`src/rtl/mem_port_arbiter.sv`:
```
// Round-robin arbiter and access sequencer for the main-memory word port.
// Requester 0 is the datapath, requester 1 the loader/debug path; each access ends in a one-cycle ack.
module mem_port_arbiter #(
  parameter int ADDR_W      = 32,
  parameter int DATA_W      = 32,
  parameter int MEM_WORDS   = 512,
  parameter int WAIT_STATES = 0
) (
  input  logic              clk,
  input  logic              rst,
  input  logic              req0,
  input  logic              we0,
  input  logic [ADDR_W-1:0] addr0,
  input  logic [DATA_W-1:0] wdata0,
  output logic              ack0,
  input  logic              req1,
  input  logic              we1,
  input  logic [ADDR_W-1:0] addr1,
  input  logic [DATA_W-1:0] wdata1,
  output logic              ack1,
  output logic [DATA_W-1:0] rdata,
  output logic              err,
  output logic              mem_wen,
  output logic              mem_ren,
  output logic [ADDR_W-1:0] mem_addr,
  output logic [DATA_W-1:0] mem_wdata,
  input  logic [DATA_W-1:0] mem_rdata
);

  typedef enum logic [1:0] {IDLE, ACCESS, WAIT, DONE} state_t;

  // One extra bit so MEM_WORDS == 2**ADDR_W still compares correctly.
  localparam logic [ADDR_W:0] ADDR_LIMIT = (ADDR_W + 1)'(MEM_WORDS);
  localparam logic [3:0]      WAIT_LAST  = (WAIT_STATES > 0) ? 4'(WAIT_STATES - 1) : 4'd0;

  state_t            state, state_nxt;
  logic [3:0]        wait_cnt;
  logic              last_grant;
  logic              sel;
  logic              err_flag;
  logic              rd_ok;
  logic              enter_done;
  logic              grant_vld;
  logic              grant_sel;
  logic              g_we;
  logic              g_in_range;
  logic [ADDR_W-1:0] g_addr;
  logic [DATA_W-1:0] g_wdata;

  always_comb begin
    grant_vld  = req0 | req1;
    grant_sel  = (req0 & req1) ? ~last_grant : req1;
    g_we       = grant_sel ? we1 : we0;
    g_addr     = grant_sel ? addr1 : addr0;
    g_wdata    = grant_sel ? wdata1 : wdata0;
    g_in_range = ({1'b0, g_addr} < ADDR_LIMIT);

    state_nxt = state;
    case (state)
      IDLE:    if (grant_vld) state_nxt = ACCESS;
      ACCESS:  state_nxt = (WAIT_STATES > 0) ? WAIT : DONE;
      WAIT:    if (wait_cnt == WAIT_LAST) state_nxt = DONE;
      DONE:    state_nxt = IDLE;
      default: state_nxt = IDLE;
    endcase
    enter_done = (state_nxt == DONE) && (state != DONE);
  end

  always_ff @(posedge clk or posedge rst) begin
    if (rst) begin
      state      <= IDLE;
      wait_cnt   <= 4'd0;
      last_grant <= 1'b1;
      sel        <= 1'b0;
      err_flag   <= 1'b0;
      rd_ok      <= 1'b0;
      mem_wen    <= 1'b0;
      mem_ren    <= 1'b0;
      mem_addr   <= '0;
      mem_wdata  <= '0;
      rdata      <= '0;
      err        <= 1'b0;
      ack0       <= 1'b0;
      ack1       <= 1'b0;
    end else begin
      state <= state_nxt;
      case (state)
        IDLE: begin
          if (grant_vld) begin
            sel        <= grant_sel;
            last_grant <= grant_sel;
            mem_addr   <= g_addr;
            mem_wdata  <= g_wdata;
            mem_wen    <= g_in_range & g_we;
            mem_ren    <= g_in_range & ~g_we;
            err_flag   <= ~g_in_range;
            rd_ok      <= g_in_range & ~g_we;
          end
        end
        ACCESS: begin
          mem_wen  <= 1'b0;
          mem_ren  <= 1'b0;
          wait_cnt <= 4'd0;
        end
        WAIT: wait_cnt <= wait_cnt + 4'd1;
        DONE: begin
          ack0  <= 1'b0;
          ack1  <= 1'b0;
          err   <= 1'b0;
          rdata <= '0;
        end
        default: ;
      endcase
      // Memory drove mem_rdata on the falling edge inside ACCESS; it is stable here.
      if (enter_done) begin
        rdata <= rd_ok ? mem_rdata : '0;
        err   <= err_flag;
        ack0  <= ~sel;
        ack1  <= sel;
      end
    end
  end

endmodule

```
`config.mk`:
```
export PLATFORM = sky130hd
export DESIGN_NAME = mem_port_arbiter
export DESIGN_NICKNAME = d
export VERILOG_FILES = /design/src/rtl/mem_port_arbiter.sv
export SDC_FILE = /design/constraint.sdc
export NUM_CORES = 1
export LEC_CHECK = 0
export ABC_AREA = 0
export ABC_CLOCK_PERIOD_IN_PS = 10200
export BUFFER_PORTS_ARGS = -buffer_cell sky130_fd_sc_hd__buf_2
export CAP_MARGIN = 30
export CORE_ASPECT_RATIO = 1.2
export CORE_MARGIN = 3
export CORE_UTILIZATION = 40
export DETAILED_ROUTE_END_ITERATION = 6
export PLACE_DENSITY_LB_ADDON = 0.3
export RECOVER_POWER = 50
export SLEW_MARGIN = 10
export SYNTH_ARGS = -nofsm -noshare
export SYNTH_HDL_FRONTEND = slang
export SYNTH_SLANG_ARGS = --single-unit
```
`constraint.sdc`:
```
create_clock -name clk -period 10.2 [get_ports clk]
set_input_delay 2.04 -clock clk [delete_from_list [all_inputs] [get_ports clk]]
set_output_delay 2.04 -clock clk [all_outputs]
set_load 0.03 [all_outputs]
```
**Word-level counts from Yosys, hierarchy flattened**

Index checks and enable logic that the tools add are counted.

- Multiply operators: 0
- Div/mod/pow operators: 0
- Shift-type cells: 0
- Bitwise operators: 8
- Eq/ne operators: 6
- Muxes and demuxes: 19
- Add/sub/neg operators: 1
- Magnitude comparators: 1
- Reduce and logical (&&, ||, !) cells: 8

Operators by type and width:

| operator | number |
|---|---|
| 2-to-1 mux 32 bit | 5 |
| < comparator 32 x 10 -> 1 bit, second input constant | 1 |
| 2-to-1 mux 1 bit | 8 |
| case mux 2 bit (4 select lines) | 1 |
| case mux 4 bit (2 select lines) | 1 |
| equality test 2 bit, second input constant | 3 |
| nonzero test 2 bit | 3 |
| adder 4 x 1 -> 4 bit, second input constant | 1 |
| zero test 4 bit | 1 |
| 2-to-1 mux 2 bit | 2 |
| != test 2 bit, second input constant | 2 |
| NOT 1 bit | 4 |
| case mux 1 bit (2 select lines) | 2 |
| AND reduction 2 bit | 2 |
| AND 1 bit | 3 |
| equality test 2 x 1 -> 1 bit, second input constant | 1 |
| zero test 2 bit | 1 |
| logical AND 1 bit | 1 |
| bitwise OR 1 bit | 1 |

- Bits in writable memories: 0
- Flip-flop bits (word level): 111
- Memories: 0
- Bits in read-only memories: 0
- Latch bits: 0
- Word-level logic and storage cells: 57

**Longest topological paths before layout**

- Depth after elaboration: 7
- Gate-level depth with buffers: 10

**Worst setup path after synthesis**

OpenSTA, ideal clock, no wires.

- Path type: input-to-reg
- Start point: input port req1
- End point: register rdata[1]
- Library setup time: 121 ps
- Data required time: 10079 ps
- Cell stages on the path: 7
- Arrival: 3056 ps
- Slack: 7023 ps
- Path through: o21ai_4 > o21a_1 > a211oi_2 > and2_1 > buf_6 > buf_6 > a22o_2

- Longest elaborated chain between the ends: 6
- Elaborated cells on any way between the ends: 7
- Those cells by class: eq/ne (1); mux (3); bitwise (1); reduce/logical (2)

Ends and longest elaborated chain:

| element | line | source |
|---|---|---|
| start, declared | 16 | `input logic req1,` |
| bitwise OR 1 bit (*) | 51 | `grant_vld = req0 \| req1;` |
| 2-to-1 mux 2 bit (*) | 60 | `IDLE: if (grant_vld) state_nxt = ACCESS;` |
| case mux 2 bit (4 select lines) (*) | 59 | `case (state)` |
| equality test 2 bit (*) | 66 | `enter_done = (state_nxt == DONE) && (state != DONE);` |
| logical AND 1 bit (*) | 66 |  |
| 2-to-1 mux 32 bit or nonzero test 2 bit (tied branches) | - |  |
| end signal, assigned | 116 | `rdata <= rd_ok ? mem_rdata : '0;` |
| end, declared | 21 | `output logic [DATA_W-1:0] rdata,` |

Mark *: on every way between the ends. The rest lies on a longest branch, timed or not.
A chain may end at the register's enable or synchronous reset.

**Worst setup path after layout**

- Start point: input port req1
- End point: register mem_ren

- Longest elaborated chain between the ends: 7
- Elaborated cells on any way between the ends: 12
- Those cells by class: order compare (1); eq/ne (1); mux (5); bitwise (4); reduce/logical (1)

Ends and longest elaborated chain:

| element | line | source |
|---|---|---|
| AND 1 bit | 52 | `grant_sel = (req0 & req1) ? ~last_grant : req1;` |
| 2-to-1 mux 1 bit | 52 |  |
| 2-to-1 mux 32 bit or 2-to-1 mux 1 bit (tied branches) | 54, 53 |  |
| < comparator 32 x 10 -> 1 bit or NOT 1 bit (tied branches) | 56, 95 |  |
| AND 1 bit | 95 | `mem_ren <= g_in_range & ~g_we;` |
| 2-to-1 mux 1 bit | 89 | `if (grant_vld) begin` |
| case mux 1 bit (2 select lines) | 87 | `case (state)` |
| end signal, assigned | 95 |  |
| end, declared | 24 | `output logic mem_ren,` |

Parallel ways exist; a longest one is shown, timed or not. The select of a mux whose other input is x is not followed.

==> results_dict.tcl <==
set metrics [dict create \
    min_period_over_period 0.503 \
    placementRows 44 \
    post_cts_setup_repair_buffer_count 0 \
    slew_margin_rel -0.358 \
    cts-root-buf "sky130_fd_sc_hd__clkbuf_16" \
    clock_sink_count 111 \
    timing.critical_path.cells "clkbuf_1 -> a21boi_0 -> buf_4 -> nand4_1 -> o21ai_0 -> nand3_1 -> o31ai_1" \
    ys_async_sr_fraction 1.00 \
    yosys_warnings 0 \
    initial_utilization 0.411 \
    top_reg_cell_synth "sky130_fd_sc_hd__dfrtp_1" \
    critPathArrivalTime_ns 5.36 \
    power_report.internal_total_mw 0.988 \
    cts_tree "built" \
    period_needed_ns 5.13 \
    power_switching_mw 0.823 \
    yosys.area.top_type_share 0.553 \
    grt_antenna_before_repair 0 \
    tightestPinTransition_ns 2.03 \
    post_route_cells_drive_above_1_share 0.314 \
    leakage_nw 3.25 \
    synthMostInstantiatedCell "sky130_fd_sc_hd__dfrtp_1" \
    placed_area_um2 6400 \
    synth_fp_nets 612 \
    num_io_pins 267 \
    vdd.ir_drop.worst_mv 0.160 \
    final_net_count 864 \
    power.total_mw 1.81 \
    clk_latency_ns 0.34 \
    result_of_the_run "finished, violations left" \
    synth.area.top_cells "sky130_fd_sc_hd__dfrtp_1 55%, sky130_fd_sc_hd__mux2i_1 13%, sky130_fd_sc_hd__o21ai_0 7.1%" \
    powerDensity_nw_per_um2 275 \
    grtUsageTotal 0.181 \
    cts.clk_slew.worst_paths_ns 0.07 \
    peak_fanout_along_the_critical_path 60 \
    share_of_synthesized_area_occupied_by_flip_flops_and_latches 0.558 \
    die_y_um 128 \
    min-delay-path-class "reg2reg" \
    vias_in_the_first_global_route 4116 \
    detail_route.wl_per_cell_um 15.3 \
    die_footprint_um2 13800 \
    critical_path_buf_inv_count 2 \
    fin_setup_tns_ns 0 \
    synthesis.area_per_instance_um2 11.3 \
    synth_seq_cells 111 \
    grt_start_max_net_pins 132 \
    congestion_overflow_gr 0 \
    post_detailed_route_via_to_cell_ratio 4.94 \
    sw_frac 0.454 \
    timing_max_transition_violations_final 95 \
    initial_drc_count 205 \
    area.growth.synth_to_final_pct 32.1 \
    number_of_buffers_created_by_cts 9 \
    kind_of_launch_point_of_the_worst_setup_path "input port" \
    cpPeakStageDelay_ns 1.46 \
    hpwl_um 10000 \
    endpoint_kind "register" \
    cp_data_required_time_ns 10.44 \
    skew_ns 0.00738 \
    cap_violations 3 \
    detail_route.drc_violations 0 \
    synth_top_area_cell "sky130_fd_sc_hd__dfrtp_1" \
    cts_hold_repair.buffers 0 \
    mappedNetlistArea_um2 4980 \
    vias 4239 \
    cell_types_with_the_highest_counts_after_synthesis "110 x sky130_fd_sc_hd__dfrtp_1, 72 x sky130_fd_sc_hd__nand2_1, 71 x sky130_fd_sc_hd__o21ai_0" \
    relative_contribution_of_combinational_cells_to_total_power 0.440 \
    coreArea_um2 12100 \
    sequentialPowerShare 0.363 \
    drt.antenna.violating_nets 0 \
    hold_violations 0 \
    cts_repair_resize_count 0 \
    violations "max-capacitance violations, max-slew violations" \
    fin_area_um2 6570 \
    crit_path_top_delay_cell "sky130_fd_sc_hd__a21boi_0" \
    unrepaired_setup_endpoints_after_global_routing "no" \
    first_pass_grt_wire_length_um 20000 \
    synth.distinct_cells 32 \
    criticalPathCategory "in2reg" \
    clock_tree.htree_level_count 3 \
    antennaDiodeCount 0 \
    synth_edf_count 0 \
    dieWidth_um 108 \
    buffer_ports.inserted 266 \
    wirelength_um 13100 \
    finalWeightedCongestion 0.817 \
    clock_path_buffers 2 \
    worst_path_dominant_cell_family "compound AO/OA/AOI/OAI gates" \
    p_clk_frac 0.197 \
    max_freq_mhz 195 \
    syn_inst 440 \
    first_pass_iters 4 \
    final-setup-viol-count 0 \
]
==> per-layer routing <==
layer  track usage  vias up  wire length (um)
met3        0.0509        8              1130
met4        0.0490        0               122
met5             0        -                 0
met1         0.232     1971              5490
met2         0.302      193              6380
li1              -     2067                 -
==> cells in the final DEF, fill, tap and decap left out, types with 3 or more instances in the layout <==
cell | synthesis | layout
sky130_fd_sc_hd__nand4_1 | 3 | 3
sky130_fd_sc_hd__o21ai_0 | 71 | 72
sky130_fd_sc_hd__nand3_1 | 5 | 5
sky130_fd_sc_hd__inv_1 | 8 | 7
sky130_fd_sc_hd__nand2_1 | 72 | 72
sky130_fd_sc_hd__nor4_1 | 8 | 8
sky130_fd_sc_hd__buf_4 | 5 | 3
sky130_fd_sc_hd__mux2i_1 | 66 | 66
sky130_fd_sc_hd__clkbuf_16 | 0 | 9
sky130_fd_sc_hd__a22o_2 | 29 | 29
sky130_fd_sc_hd__buf_2 | 7 | 164
sky130_fd_sc_hd__clkbuf_1 | 14 | 103
sky130_fd_sc_hd__nor2_1 | 4 | 4
sky130_fd_sc_hd__a22o_1 | 6 | 6
sky130_fd_sc_hd__dfrtp_1 | 110 | 110
sky130_fd_sc_hd__o21a_1 | 3 | 3
sky130_fd_sc_hd__ha_1 | 6 | 6
==> worst min-delay path, stage by stage, from the launching register on <==
cell,delay [ns]
sky130_fd_sc_hd__dfrtp_1,0.34
sky130_fd_sc_hd__nand2_1,0.05
sky130_fd_sc_hd__o21ai_0,0.06
==> final timing paths <==
check                             start            to  slack [ns]  cells after the start
max                                req1       mem_ren        5.07                      7
min in group asynchronous           rst     rdata[21]        2.22                      2
max in group asynchronous           rst  mem_wdata[5]        6.38                      3
min reg2reg                mem_wdata[9]  mem_wdata[9]        0.48                      2
max reg2reg                  last_grant       mem_ren        6.57                      6
min                        mem_wdata[9]  mem_wdata[9]        0.48                      2
==> sequential cells by signal, indices dropped and copies added, names as in the netlist <==
register and count:
ack0 1, ack1 1, err 1, err_flag 1
last_grant 1, mem_addr 32, mem_ren 1, mem_wdata 32
mem_wen 1, rd_ok 1, rdata 32, sel 1
state 2, wait_cnt 4
==> kinds of logic (layout without fill, tap and decap cells) <==
kind of cell | after synthesis | count (layout) | synth area share
muxes | 67 | 67 | 0.135
and+or+nand+nor | 97 | 97 | 0.0855
AOI/OAI and AO/OA | 120 | 120 | 0.163
buffers and inverters | 39 | 296 | 0.0425
DFF | 111 | 111 | 0.558
adders and majority gates | 6 | 6 | 0.0151
==> stage by stage <==
stage / worst slack [ns] / cells / utilization / hold slack, ns
finish: 5.07 / 858 / 0.543 / 0.482
floorplan: 5.23 / 440 / - / 0.442
global route: 4.73 / 858 / 0.543 / 0.503
detailed placement: 5.86 / 841 / 0.528 / 0.465
CTS: 6.21 / 857 / 0.554 / 0.481
global placement: 6.01 / 840 / 0.526 / 0.458
==> cell type report <==
cell class / count / area, um2
Fill cell: 1167 / 5540
Timing Repair Buffer: 272 / 1280
Tap cell: 161 / 201
Multi-Input combinational cell: 290 / 1970
Inverter: 8 / 31.3
Sequential cell: 111 / 2780
Clock inverter: 7 / 80.1
Clock buffer: 9 / 225
==> power groups by stage <==
stage	sequential (mW)	combinational (mW)	clock, mW
after floorplan	0.908	0.344	0
after global placement	0.655	0.821	0
after detailed placement	0.661	0.846	0
after CTS	0.656	0.844	0.366
after global routing	0.676	0.873	0.388
final	0.657	0.796	0.357
No activity file was read; power rests on OpenSTA's default activity.
